==> config.mk <==
export PLATFORM = sky130hd
export DESIGN_NAME = trigger_flow_ctrl
export DESIGN_NICKNAME = d
export VERILOG_FILES = /design/src/rtl/trigger_flow_ctrl.sv
export SDC_FILE = /design/constraint.sdc
export NUM_CORES = 1
export LEC_CHECK = 0
export ABC_AREA = 1
export CORE_ASPECT_RATIO = 0.7
export CORE_MARGIN = 2
export CORE_UTILIZATION = 50
export CTS_CLUSTER_SIZE = 24
export DETAILED_ROUTE_END_ITERATION = 8
export HOLD_SLACK_MARGIN = 0.12
export PLACE_DENSITY_LB_ADDON = 0.1
export SETUP_SLACK_MARGIN = 0.2
export SYNTH_ARGS = -nofsm -noshare
export SYNTH_HDL_FRONTEND = slang
export SYNTH_SLANG_ARGS = --single-unit
==> constraint.sdc <==
create_clock -name CLK -period 2.9 [get_ports CLK]
set_input_delay 0.435 -clock CLK [delete_from_list [all_inputs] [get_ports CLK]]
set_output_delay 0.435 -clock CLK [all_outputs]
set_load 0.02 [all_outputs]
==> src/rtl/trigger_flow_ctrl.sv <==
// trigger_flow_ctrl: trigger admission, pulse shaping and busy generation.
// Define LOST_TRIGGER_CNT_EN to build the lost-trigger counter.
module trigger_flow_ctrl #(
  parameter int MAX_PENDING = 15
) (
  input  logic        CLK,
  input  logic        RSTb,
  input  logic        ENABLE,
  input  logic        ALL_CLEAR,
  input  logic        TRIG_IN,
  input  logic        EV_DONE,
  input  logic [11:0] OUT_FIFO_CNT,
  input  logic [11:0] AF_THR,
  input  logic [3:0]  PULSE_WIDTH,
  input  logic [7:0]  DEAD_TIME,
  output logic        TRIG_OUT,
  output logic        BUSY,
  output logic [4:0]  PENDING,
  output logic [23:0] ACCEPT_CNT,
  output logic [15:0] LOST_CNT
);

  typedef enum logic [1:0] {
    S_IDLE  = 2'b00,
    S_PULSE = 2'b01,
    S_DEAD  = 2'b10
  } state_t;

  state_t      r_state;
  logic        r_s1;
  logic        r_s2;
  logic        r_s3;
  logic [3:0]  r_wcnt;
  logic [7:0]  r_dcnt;
  logic        r_trig;
  logic        r_busy;
  logic [4:0]  r_pend;
  logic [23:0] r_acc;

  logic        w_edge;
  logic        w_block;
  logic        w_accept;
  logic        w_dec;

  assign w_edge   = r_s2 & ~r_s3;
  assign w_block  = ~ENABLE
                  | (r_pend >= 5'(MAX_PENDING))
                  | (OUT_FIFO_CNT >= AF_THR)
                  | (r_state != S_IDLE);
  assign w_accept = w_edge & ~w_block & ~ALL_CLEAR;
  assign w_dec    = EV_DONE & (r_pend != 5'd0);

  assign TRIG_OUT   = r_trig;
  assign BUSY       = r_busy;
  assign PENDING    = r_pend;
  assign ACCEPT_CNT = r_acc;

  // Three-flop synchroniser; the third flop gives the rising edge.
  always_ff @(posedge CLK or negedge RSTb) begin
    if (!RSTb) begin
      r_s1 <= 1'b0;
      r_s2 <= 1'b0;
      r_s3 <= 1'b0;
    end else begin
      r_s1 <= TRIG_IN;
      r_s2 <= r_s1;
      r_s3 <= r_s2;
    end
  end

  // Admission FSM: pulse generation followed by optional dead time.
  always_ff @(posedge CLK or negedge RSTb) begin
    if (!RSTb) begin
      r_state <= S_IDLE;
      r_trig  <= 1'b0;
      r_wcnt  <= 4'd0;
      r_dcnt  <= 8'd0;
    end else if (ALL_CLEAR) begin
      r_state <= S_IDLE;
      r_trig  <= 1'b0;
    end else begin
      case (r_state)
        S_IDLE: begin
          if (w_accept) begin
            r_trig  <= 1'b1;
            r_wcnt  <= PULSE_WIDTH;
            r_state <= S_PULSE;
          end
        end
        S_PULSE: begin
          if (r_wcnt == 4'd0) begin
            r_trig <= 1'b0;
            if (DEAD_TIME == 8'd0) begin
              r_state <= S_IDLE;
            end else begin
              r_dcnt  <= DEAD_TIME;
              r_state <= S_DEAD;
            end
          end else begin
            r_wcnt <= r_wcnt - 4'd1;
          end
        end
        S_DEAD: begin
          if (r_dcnt <= 8'd1) begin
            r_state <= S_IDLE;
          end else begin
            r_dcnt <= r_dcnt - 8'd1;
          end
        end
        default: begin
          r_state <= S_IDLE;
          r_trig  <= 1'b0;
        end
      endcase
    end
  end

  // Busy is the registered block condition; held high in reset.
  always_ff @(posedge CLK or negedge RSTb) begin
    if (!RSTb) begin
      r_busy <= 1'b1;
    end else begin
      r_busy <= w_block;
    end
  end

  // Outstanding event count; accept and done together cancel.
  always_ff @(posedge CLK or negedge RSTb) begin
    if (!RSTb) begin
      r_pend <= 5'd0;
    end else if (ALL_CLEAR) begin
      r_pend <= 5'd0;
    end else if (w_accept && !w_dec) begin
      r_pend <= r_pend + 5'd1;
    end else if (w_dec && !w_accept) begin
      r_pend <= r_pend - 5'd1;
    end
  end

  // Accepted trigger counter, wraps.
  always_ff @(posedge CLK or negedge RSTb) begin
    if (!RSTb) begin
      r_acc <= 24'd0;
    end else if (ALL_CLEAR) begin
      r_acc <= 24'd0;
    end else if (w_accept) begin
      r_acc <= r_acc + 24'd1;
    end
  end

`ifdef LOST_TRIGGER_CNT_EN
  logic [15:0] r_lost;
  logic        w_lost;

  assign w_lost   = w_edge & w_block & ~ALL_CLEAR;
  assign LOST_CNT = r_lost;

  // Rejected edge counter, saturating.
  always_ff @(posedge CLK or negedge RSTb) begin
    if (!RSTb) begin
      r_lost <= 16'd0;
    end else if (ALL_CLEAR) begin
      r_lost <= 16'd0;
    end else if (w_lost && (r_lost != 16'hFFFF)) begin
      r_lost <= r_lost + 16'd1;
    end
  end
`else
  assign LOST_CNT = 16'h0000;
`endif

endmodule

==> results.sh, run 1 <==
export IMPL_final_cells=630
export IMPL_setup_viol=0
export IMPL_maxSlewViolCount=0
export IMPL_via_count=3309
export IMPL_grt_usage_pct=24.9
export IMPL_cts_tree="done"
export IMPL_critPathLaunchType="input port"
export IMPL_ys_top_cells_by_count="100 x nand2_1, 53 x inv_1, 47 x dfrtp_1"
export IMPL_dp_hpwl_um=6720
export IMPL_die_w_um=103
export IMPL_cts_buffer_depth=2
export IMPL_synthesis_area_um2=3420
export IMPL_worst_slack_ns=0.323
export IMPL_cts_root_buf="clkbuf_8"
export IMPL_hold_class="in -> async"
export IMPL_layout_drive_gt1_share_pct=18.8
export IMPL_viasPerCell=5.25
export IMPL_grt_pass1_wl_um=14800
export IMPL_cts_htree_levels=2
export IMPL_ir_drop_uv=315
export IMPL_max_slew_margin_pct=57.8
export IMPL_drv_cap=0
export IMPL_final_hold_viol_count=0
export IMPL_area_growth_syn_to_layout_pct=36.4
export IMPL_skew_ns=0.0143
export IMPL_powerDensity_nw_per_um2=528
export IMPL_fmax_mhz=388
export IMPL_die_y_um=73.2
export IMPL_synth_top_cell_area_share_pct=34.4
export IMPL_rows=25
export IMPL_synth_top_family_by_area="simple AND/OR/NAND/NOR gates"
export IMPL_synthArstFlopShare_pct=100
export IMPL_place_ws_ns=-0.260
export IMPL_drt_first_pass_iters=4
export IMPL_worstMarginPinSlew_ns=0.633
export IMPL_syn_avg_cell_area_um2=7.67
export IMPL_synthAdderAreaFrac_pct=7.54
export IMPL_nFillCells=535
export IMPL_synth_most_common_cell="nand2_1"
export IMPL_slowest_stage="clkdlybuf4s50_1"
export IMPL_synthSimpleGateAreaFrac_pct=29.7
export IMPL_drc=0
export IMPL_ys_types=43
export IMPL_wirelength_um=9120
export IMPL_synthMuxAreaShare_pct=0
export IMPL_crit_required_ns=3.14
export IMPL_synth_edff_count=0
export IMPL_synth_flop_cell="dfrtp_1"
export IMPL_die_area_um2=7530
export IMPL_io_pins=89
export IMPL_grt_overflow=0
export IMPL_path_cells="clkdlybuf4s50_1, inv_1, ha_4, nor2_4, nand4_1, a21oi_2, nand4_1, buf_6, ha_4, a21oi_1, nand2_2, xor2_2, nand3b_1, nand2_1, nand2_1, nand2_1"
export IMPL_clk_latency_ns=0.31
export IMPL_diodes=0
export IMPL_numPortBuffers=72
export IMPL_start_util_pct=51.1
export IMPL_cp_common_cell="nand2_1"
export IMPL_path_buf_inv=3
export IMPL_cp_arrival_ns=2.82
export IMPL_critPathKind="in -> reg"
export IMPL_synth_cells=446
export IMPL_rsz0062_at_grt="false"
export IMPL_period_needed_ns=2.58
export IMPL_cts_buffers=5
export IMPL_critPathMaxStageDelay_ns=0.47
export IMPL_synth_compound_area_share_pct=12.0
export IMPL_finalCritPeriodShare_pct=88.9
export IMPL_place_gp_congestion=0.965
export IMPL_grt_antenna_before_repair=0
export IMPL_p_leak_uw=0.00213
export IMPL_critPathCaptureType="flop"
export IMPL_multiInputGateArea_um2=2110
export IMPL_synth_area_leaders="dfrtp_1 34%, nand2_1 11%, ha_1 7.0%"
export IMPL_drtAntennaViolNets=0
export IMPL_synth_top_area_cell="dfrtp_1"
export IMPL_dpl_cell_count=617
export IMPL_clkTransAtPathRegs_ns=0.10
export IMPL_status="finished clean"
export IMPL_ys_ff_latch=48
export IMPL_yosysSeqAreaShare_pct=35.2
export IMPL_crit_fanout=5
export IMPL_regArea_um2=1200
export IMPL_wire_per_inst_um=14.5
export IMPL_grt_max_degree=27
export IMPL_yosysWarnings=0
export IMPL_first_iter_violations=227
export IMPL_grt_pass1_vias=3083
export IMPL_critPathTopFamily="simple AND/OR/NAND/NOR gates"
export IMPL_nets=597
export IMPL_coreArea_um2=6690
export IMPL_cts_sinks=48
export IMPL_synth_xor_area_share_pct=4.10
==> per-stage QoR <==
stage	util [%]	TNS (ns)	hold slack [ns]	power [uW]	cell area (um^2)
after floorplan	-	0	0.139	1490	3480
after global placement	63.5	-0.172	0.353	1780	4250
after detailed placement	63.5	-0.406	0.342	1820	4250
after CTS	67.4	0	0.153	2390	4510
after global routing	69.7	0	0.177	2650	4660
final	69.7	0	0.134	2460	4660
==> placed cells by master (no fill, tap or decap), drive strengths merged, types with 2 or more instances in the layout <==
| cell | synthesis | final |
|---|---|---|
| inv | 57 | 57 |
| o21a | 2 | 2 |
| o211ai | 2 | 2 |
| nand4 | 16 | 16 |
| clkinv | 1 | 2 |
| clkdlybuf4s50 | 0 | 51 |
| clkbuf | 4 | 6 |
| xor2 | 15 | 15 |
| conb | 1 | 16 |
| nand3 | 23 | 23 |
| nor2 | 35 | 35 |
| nand2 | 107 | 107 |
| dfrtp | 47 | 47 |
| nor3 | 21 | 21 |
| nor4 | 6 | 6 |
| buf | 21 | 21 |
| dlygate4sd2 | 0 | 6 |
| a21oi | 19 | 19 |
| o21ai | 30 | 30 |
| ha | 19 | 19 |
| dlymetal6s2s | 0 | 13 |
| o31ai | 10 | 10 |
==> state kept, by name (all words and copies together) (netlist names), 2 cells and up <==
| name | cells |
|---|---|
| PENDING | 5 |
| r_wcnt | 4 |
| r_dcnt | 8 |
| r_state | 2 |
| ACCEPT_CNT | 24 |
==> layout make-up <==
| class | count | area share (%) |
|---|---|---|
| clock buffers | 6 | 1.77 |
| repair buffers | 92 | 19.2 |
| multi-input cells | 330 | 45.3 |
| inverters | 58 | 4.67 |
| clock inverters | 2 | 0.832 |
| flip-flops and latches | 48 | 25.8 |
| well taps | 94 | 2.52 |
==> per-layer routing <==
layer | track usage, % | routed length, um | vias to the layer above
met4 | 4.68 | 71 | 0
met2 | 37.8 | 4010 | 143
li1 | - | - | 1621
met3 | 4.02 | 658 | 11
met1 | 38.0 | 4380 | 1534
met5 | 0 | 0 | -
==> logic make-up after synthesis <==
logic type	count (synthesis)
AOI/OAI and AO/OA	66
DFF	48
adders and majority gates	20
buffers and inverters	83
xor gates and xnor gates	16
other	1
and+or+nand+nor	212
==> what timing repair did <==
item | in CTS | in global routing
resized for setup | 25 | 37
setup endpoints to repair | 1 | 3
hold buffers | 0 | 0
pin swaps | 18 | 23
buffers inserted | 3 | 2
==> final timing paths <==
| path | to | cells after the start | start | slack [ns] |
|---|---|---|---|---|
| worst max-delay path | PENDING[4]$_DFFE_PN0P_ | 16 | AF_THR[11] | 0.32 |
| worst min-delay path | r_wcnt[0]$_DFFE_PN0P_ | 1 | RSTb | 0.13 |
| worst max register to register | PENDING[4]$_DFFE_PN0P_ | 13 | PENDING[0]$_DFFE_PN0P_ | 0.49 |
| worst min register to register | r_s2$_DFF_PN0_ | 0 | r_s1$_DFF_PN0_ | 0.37 |
| max in group asynchronous | ACCEPT_CNT[6]$_DFFE_PN0P_ | 2 | RSTb | 2.01 |
| min in group CLK | r_s2$_DFF_PN0_ | 0 | r_s1$_DFF_PN0_ | 0.37 |
==> power by group <==
part | internal (uW) | leakage (uW) | total (uW) | switching, uW
registers | 789 | 0.000628 | 915 | 127
clock network | 282 | 0.0000614 | 519 | 237
logic | 470 | 0.00144 | 1030 | 559
total | 1540 | 0.00213 | 2460 | 922
Power figures use the tool's default switching activity.
==> run 2: changes to the inputs <==
==> constraint.sdc (replaced) <==
create_clock -name CLK -period 2.9 [get_ports CLK]
set_input_delay 0.58 -clock CLK [delete_from_list [all_inputs] [get_ports CLK]]
set_output_delay 0.58 -clock CLK [all_outputs]
set_load 0.02 [all_outputs]
==> run 2 against run 1 <==
  * Sequential cell count is the same
  * Fmax shrank 6.9%
  * Via count grew 0.57%
  * Count of clock-buffer cells in the layout is the same
  * Clock power shrank 7.3%
  * Die area is the same
  * Sequential share of layout area grew 0.57 points
==> results.sh, run 2 (synthesis results as in run 1) <==
export IMPL_final_core_util_pct=68.2
export IMPL_maxSlewViolCount=0
export IMPL_top_usage_layer="met1"
export IMPL_grt_met1_usage_pct=36.7
export IMPL_cts_htree_levels=2
export IMPL_critPathKind="in -> reg"
export IMPL_cts_buffer_depth=2
export IMPL_area_growth_syn_to_layout_pct=33.5
export IMPL_worstMarginPinSlew_ns=0.615
export IMPL_intPower_uw=1500
export IMPL_period_needed_ns=2.77
export IMPL_grt_max_degree=49
export IMPL_drv_cap=0
export IMPL_crit_required_ns=3.10
export IMPL_grtUsageMet2_pct=34.5
export IMPL_fmax_mhz=361
export IMPL_die_area_um2=7530
export IMPL_nets=600
export IMPL_viasPerCell=5.26
export IMPL_postCtsHoldBufs=0
export IMPL_final_cell_mix="95 x nand2_1, 47 x dfrtp_1, 47 x clkdlybuf4s50_1"
export IMPL_cts_root_buf="clkbuf_8"
export IMPL_cts_sinks=48
export IMPL_crit_fanout=3
export IMPL_die_w_um=103
export IMPL_drc=0
export IMPL_p_total_uw=2410
export IMPL_layout_drive_gt1_share_pct=19.7
export IMPL_finalCritPeriodShare_pct=95.4
export IMPL_comb_power_share_pct=42.3
export IMPL_numPortBuffers=72
export IMPL_coreArea_um2=6690
export IMPL_critPathCaptureType="flop"
export IMPL_via_count=3328
export IMPL_clkTransAtPathRegs_ns=0.09
export IMPL_grt_overflow=0
export IMPL_hold_ws_ns=0.355
export IMPL_clockPowerShare_pct=19.9
export IMPL_reg2reg_depth=13
export IMPL_die_y_um=73.2
export IMPL_max_slew_margin_pct=59.0
export IMPL_wire_per_inst_um=14.4
export IMPL_wirelength_um=9100
export IMPL_mostFrequentLayoutCell="nand2_1"
export IMPL_rsz0062_at_grt="false"
export IMPL_powerDensity_nw_per_um2=529
export IMPL_diodes=0
export IMPL_worst_slack_ns=0.132
export IMPL_hold_class="in -> async"
export IMPL_grt_pass1_wl_um=14000
export IMPL_p_sw_share_pct=37.8
export IMPL_place_gp_congestion=0.960
export IMPL_grt_pass1_vias=2904
export IMPL_grt_antenna_before_repair=0
export IMPL_final_hold_viol_count=0
export IMPL_largest_reg_flops=24
export IMPL_ir_drop_uv=388
export IMPL_p_seq_share_pct=37.8
export IMPL_start_util_pct=51.1
export IMPL_status="finished clean"
export IMPL_first_iter_violations=202
export IMPL_p_leak_uw=0.00202
export IMPL_rows=25
export IMPL_place_ws_ns=-0.369
export IMPL_power_switching_uw=914
export IMPL_drt_first_pass_iters=5
export IMPL_grt_util_met3_pct=4.21
export IMPL_cts_buffers=5
export IMPL_grt_usage_pct=23.6
export IMPL_drtAntennaViolNets=0
export IMPL_setup_viol=0
export IMPL_clk_latency_ns=0.30
export IMPL_cp_arrival_ns=2.97
export IMPL_io_pins=89
export IMPL_dp_hpwl_um=6450
export IMPL_finalSetupTns_ns=0
export IMPL_cts_tree="done"
export IMPL_skew_ns=0.00994
export IMPL_critPathLaunchType="input port"
run 2: timing repair:
action                                  in CTS  in global routing
buffers inserted                             4                  5
cloned                                       0                  0
pin swaps                                   29                 28
resized for setup                           56                 23
endpoints found under the setup margin       3                  2
run 2: critical path, stage by stage:
cell           delay [ns]
dlygate4sd2_1        0.26
ha_4                 0.25
nand3_2              0.07
nand3_2              0.08
nand2_2              0.07
nand4_1              0.13
a21oi_2              0.18
nand4_1              0.14
buf_4                0.18
fa_2                 0.38
nand3_2              0.08
nand2_2              0.05
xor2_1               0.19
nand3b_1             0.15
nand2_1              0.07
nand2_1              0.07
nand2_1              0.04
run 2: layout make-up:
type / instances / area [um^2]
Clock buffer: 6 / 72.6
Timing Repair Buffer: 95 / 848
Inverter: 58 / 218
Multi-Input combinational cell: 330 / 2070
Tap cell: 94 / 118
Sequential cell: 48 / 1200
Fill cell: 578 / 2130
Clock inverter: 2 / 35.0
run 2: worst paths after layout:
kind,from,to,slack [ns]
min in group CLK,r_s1$_DFF_PN0_,r_s2$_DFF_PN0_,0.36
worst min-delay path,RSTb,r_dcnt[1]$_DFFE_PN0P_,0.36
worst max-delay path,OUT_FIFO_CNT[9],PENDING[4]$_DFFE_PN0P_,0.13
worst max register to register,PENDING[0]$_DFFE_PN0P_,PENDING[4]$_DFFE_PN0P_,0.38
worst min register to register,r_s1$_DFF_PN0_,r_s2$_DFF_PN0_,0.36
max in group asynchronous,RSTb,ACCEPT_CNT[6]$_DFFE_PN0P_,2.12
run 2: per-stage QoR:
stage,cells,instance area [um^2]
6_report,633,4560
2_1_floorplan,461,3480
3_3_place_gp,616,4260
5_1_grt,633,4560
4_1_cts,628,4470
3_5_place_dp,616,4260
run 2: layer usage:
metal	share of wire (%)	vias up
li1	-	1633
met1	48	1530
met3	8.8	14
met4	1.3	0
met2	42	151
met5	0	-
run 2: power groups by stage:
| stage | logic, uW | clock network, uW | registers, uW |
|---|---|---|---|
| after CTS | 915 | 496 | 907 |
| after global placement | 862 | 0 | 912 |
| after global routing | 1130 | 519 | 930 |
| final | 1020 | 481 | 913 |
| after detailed placement | 894 | 0 | 918 |
| after floorplan | 556 | 0 | 932 |
==> run 3: changes to the inputs <==
Settings changed: CORE_UTILIZATION 50 to 45, MAX_ROUTING_LAYER set to met4, PLACE_DENSITY_LB_ADDON 0.1 to 0.3.
==> run 3 against run 2 <==
  * Via count up 1.6%
  * Clock skew down 0.0022 ns
  * Die area up 11%
  * Wire length up 3.5%
  * Power down 2.3%
  * Worst hold slack better by 0.0026 ns
  * Utilization down 5.1 points
  * Fmax up 2.2%
  * Combinational power about the same
  * Clock power down 16%
  * Register-to-register slack worse by 0.04 ns
  * Sequential share of layout area down 0.31 points
==> results.sh, run 3 (synthesis results as in run 1) <==
export IMPL_clk_latency_ns=0.31
export IMPL_rows=26
export IMPL_drc=0
export IMPL_cp_arrival_ns=2.95
export IMPL_worstMarginPinSlew_ns=0.622
export IMPL_p_leak_uw=0.00209
export IMPL_drv_cap=0
export IMPL_place_gp_congestion=0.879
export IMPL_grt_overflow=0
export IMPL_reg2reg_depth=13
export IMPL_via_count=3382
export IMPL_r2r_start="PENDING[1]$_DFFE_PN0P_"
export IMPL_layout_drive_gt1_share_pct=23.1
export IMPL_nets=611
export IMPL_grt_usage_pct=23.7
export IMPL_diodes=0
export IMPL_final_cell_mix="94 x nand2_1, 47 x dfrtp_1, 47 x clkdlybuf4s50_1"
export IMPL_max_slew_margin_pct=58.5
export IMPL_mostFrequentLayoutCell="nand2_1"
export IMPL_rrSetupSlack_ns=0.34
export IMPL_start_util_pct=46.7
export IMPL_wire_per_inst_um=14.5
export IMPL_numPortBuffers=72
export IMPL_cts_buffers=5
export IMPL_rsz0062_at_grt="false"
export IMPL_skew_ns=0.00772
export IMPL_critPathLaunch="AF_THR[3]"
export IMPL_coreArea_um2=7320
export IMPL_drtAntennaViolNets=0
export IMPL_setup_viol=0
export IMPL_nFillCells=657
export IMPL_cts_root_buf="clkbuf_8"
export IMPL_dp_hpwl_um=6600
export IMPL_ir_drop_uv=323
export IMPL_place_area_um2=4300
export IMPL_die_w_um=108
export IMPL_crit_fanout=5
export IMPL_viasPerCell=5.23
export IMPL_finalSetupTns_ns=0
export IMPL_fmax_mhz=369
export IMPL_critPathCaptureType="flop"
export IMPL_hold_ws_ns=0.358
export IMPL_largest_reg_flops=24
export IMPL_die_y_um=76.9
export IMPL_drt_first_pass_iters=5
export IMPL_io_pins=89
export IMPL_finalCritPeriodShare_pct=93.3
export IMPL_maxSlewViolCount=0
export IMPL_grt_pass1_wl_um=15200
export IMPL_powerDensity_nw_per_um2=511
export IMPL_hold_class="in -> async"
export IMPL_worst_slack_ns=0.193
export IMPL_crit_required_ns=3.15
export IMPL_r2r_end="PENDING[4]$_DFFE_PN0P_"
export IMPL_critPathLaunchType="input port"
export IMPL_grt_antenna_before_repair=0
export IMPL_critPathKind="in -> reg"
export IMPL_stdcell_area_um2=4620
export IMPL_first_iter_violations=205
export IMPL_status="finished clean"
export IMPL_grt_max_degree=49
export IMPL_area_growth_syn_to_layout_pct=35.1
export IMPL_cts_htree_levels=2
export IMPL_cts_tree="done"
export IMPL_die_area_um2=8320
export IMPL_wirelength_um=9410
export IMPL_grt_pass1_vias=3107
export IMPL_place_ws_ns=-0.488
export IMPL_final_hold_viol_count=0
export IMPL_clkTransAtPathRegs_ns=0.09
export IMPL_cts_buffer_depth=2
export IMPL_period_needed_ns=2.71
export IMPL_cts_sinks=48
run 3: changes by cell type in the layout (fill, tap and decap cells not counted), moves of 2 or more:
cell and delta:
dlymetal6s2s_1 +4, dlygate4sd2_1 -8, clkbuf_2 +12, buf_2 -4, clkdlybuf4s15_1 -5, buf_6 +2
buf_4 +9
run 3: worst max-delay path by stage:
stage / end / slack [ns] / cells after the start
3_3_place_gp: PENDING[4]$_DFFE_PN0P_ / -0.25 / 19
2_1_floorplan: PENDING[4]$_DFFE_PN0P_ / 0.20 / 16
4_1_cts: PENDING[4]$_DFFE_PN0P_ / 0.21 / 18
6_report: PENDING[4]$_DFFE_PN0P_ / 0.19 / 20
5_1_grt: PENDING[4]$_DFFE_PN0P_ / 0.09 / 17
3_5_place_dp: PENDING[4]$_DFFE_PN0P_ / -0.49 / 19
run 3: layer usage:
metal,vias to the layer above,part of all wire (%),GRT usage [%],wire [um]
met5,-,0,-,0
met4,0,1.9,4.74,175
met3,25,5.7,4.42,540
met2,127,46,37.0,4310
met1,1575,47,32.3,4380
li1,1655,-,-,-
run 3: metrics by stage:
| step | utilization (%) | total power [uW] | instances |
|---|---|---|---|
| after floorplan | - | 1490 | 461 |
| after global placement | 58.7 | 1770 | 625 |
| after detailed placement | 58.7 | 1820 | 625 |
| after CTS | 62.2 | 2280 | 642 |
| after global routing | 63.1 | 2530 | 647 |
| final | 63.1 | 2360 | 647 |
run 3: area by class of cell:
| cell class | instances | area (um^2) | area share (%) |
|---|---|---|---|
| clock buffers | 5 | 68.8 | 1.49 |
| clock inverters | 2 | 12.5 | 0.271 |
| inverters | 58 | 218 | 4.71 |
| multi-input cells | 330 | 2070 | 44.7 |
| flip-flops and latches | 48 | 1200 | 26.0 |
| well taps | 98 | 123 | 2.66 |
| repair buffers | 106 | 928 | 20.1 |
run 3: worst max-delay path: stages:
cell and delay (ns):
buf_6 0.09, inv_2 0.06, ha_4 0.20, nand2_2 0.07, nand2_1 0.05, nor2_1 0.11, nand2_1 0.07, nand2_2 0.07
nand2_2 0.06, a21oi_2 0.17, nand4_1 0.14, buf_6 0.18, ha_1 0.21, a21oi_1 0.25, nand2_2 0.12, xor2_2 0.16
nand3b_1 0.18, nand2_1 0.08, nand2_1 0.05, nand2_1 0.06
run 3: what timing repair did:
item,4_1_cts,5_1_grt
pin swaps,26,31
hold endpoints to repair,0,0
hold buffers,0,0
setup endpoints to repair,3,34
resized for setup,43,51
buffers inserted,10,5
run 3: where the power goes:
group | internal, uW | switching [uW]
combinational | 470 | 579
clock | 164 | 240
sequential | 789 | 118
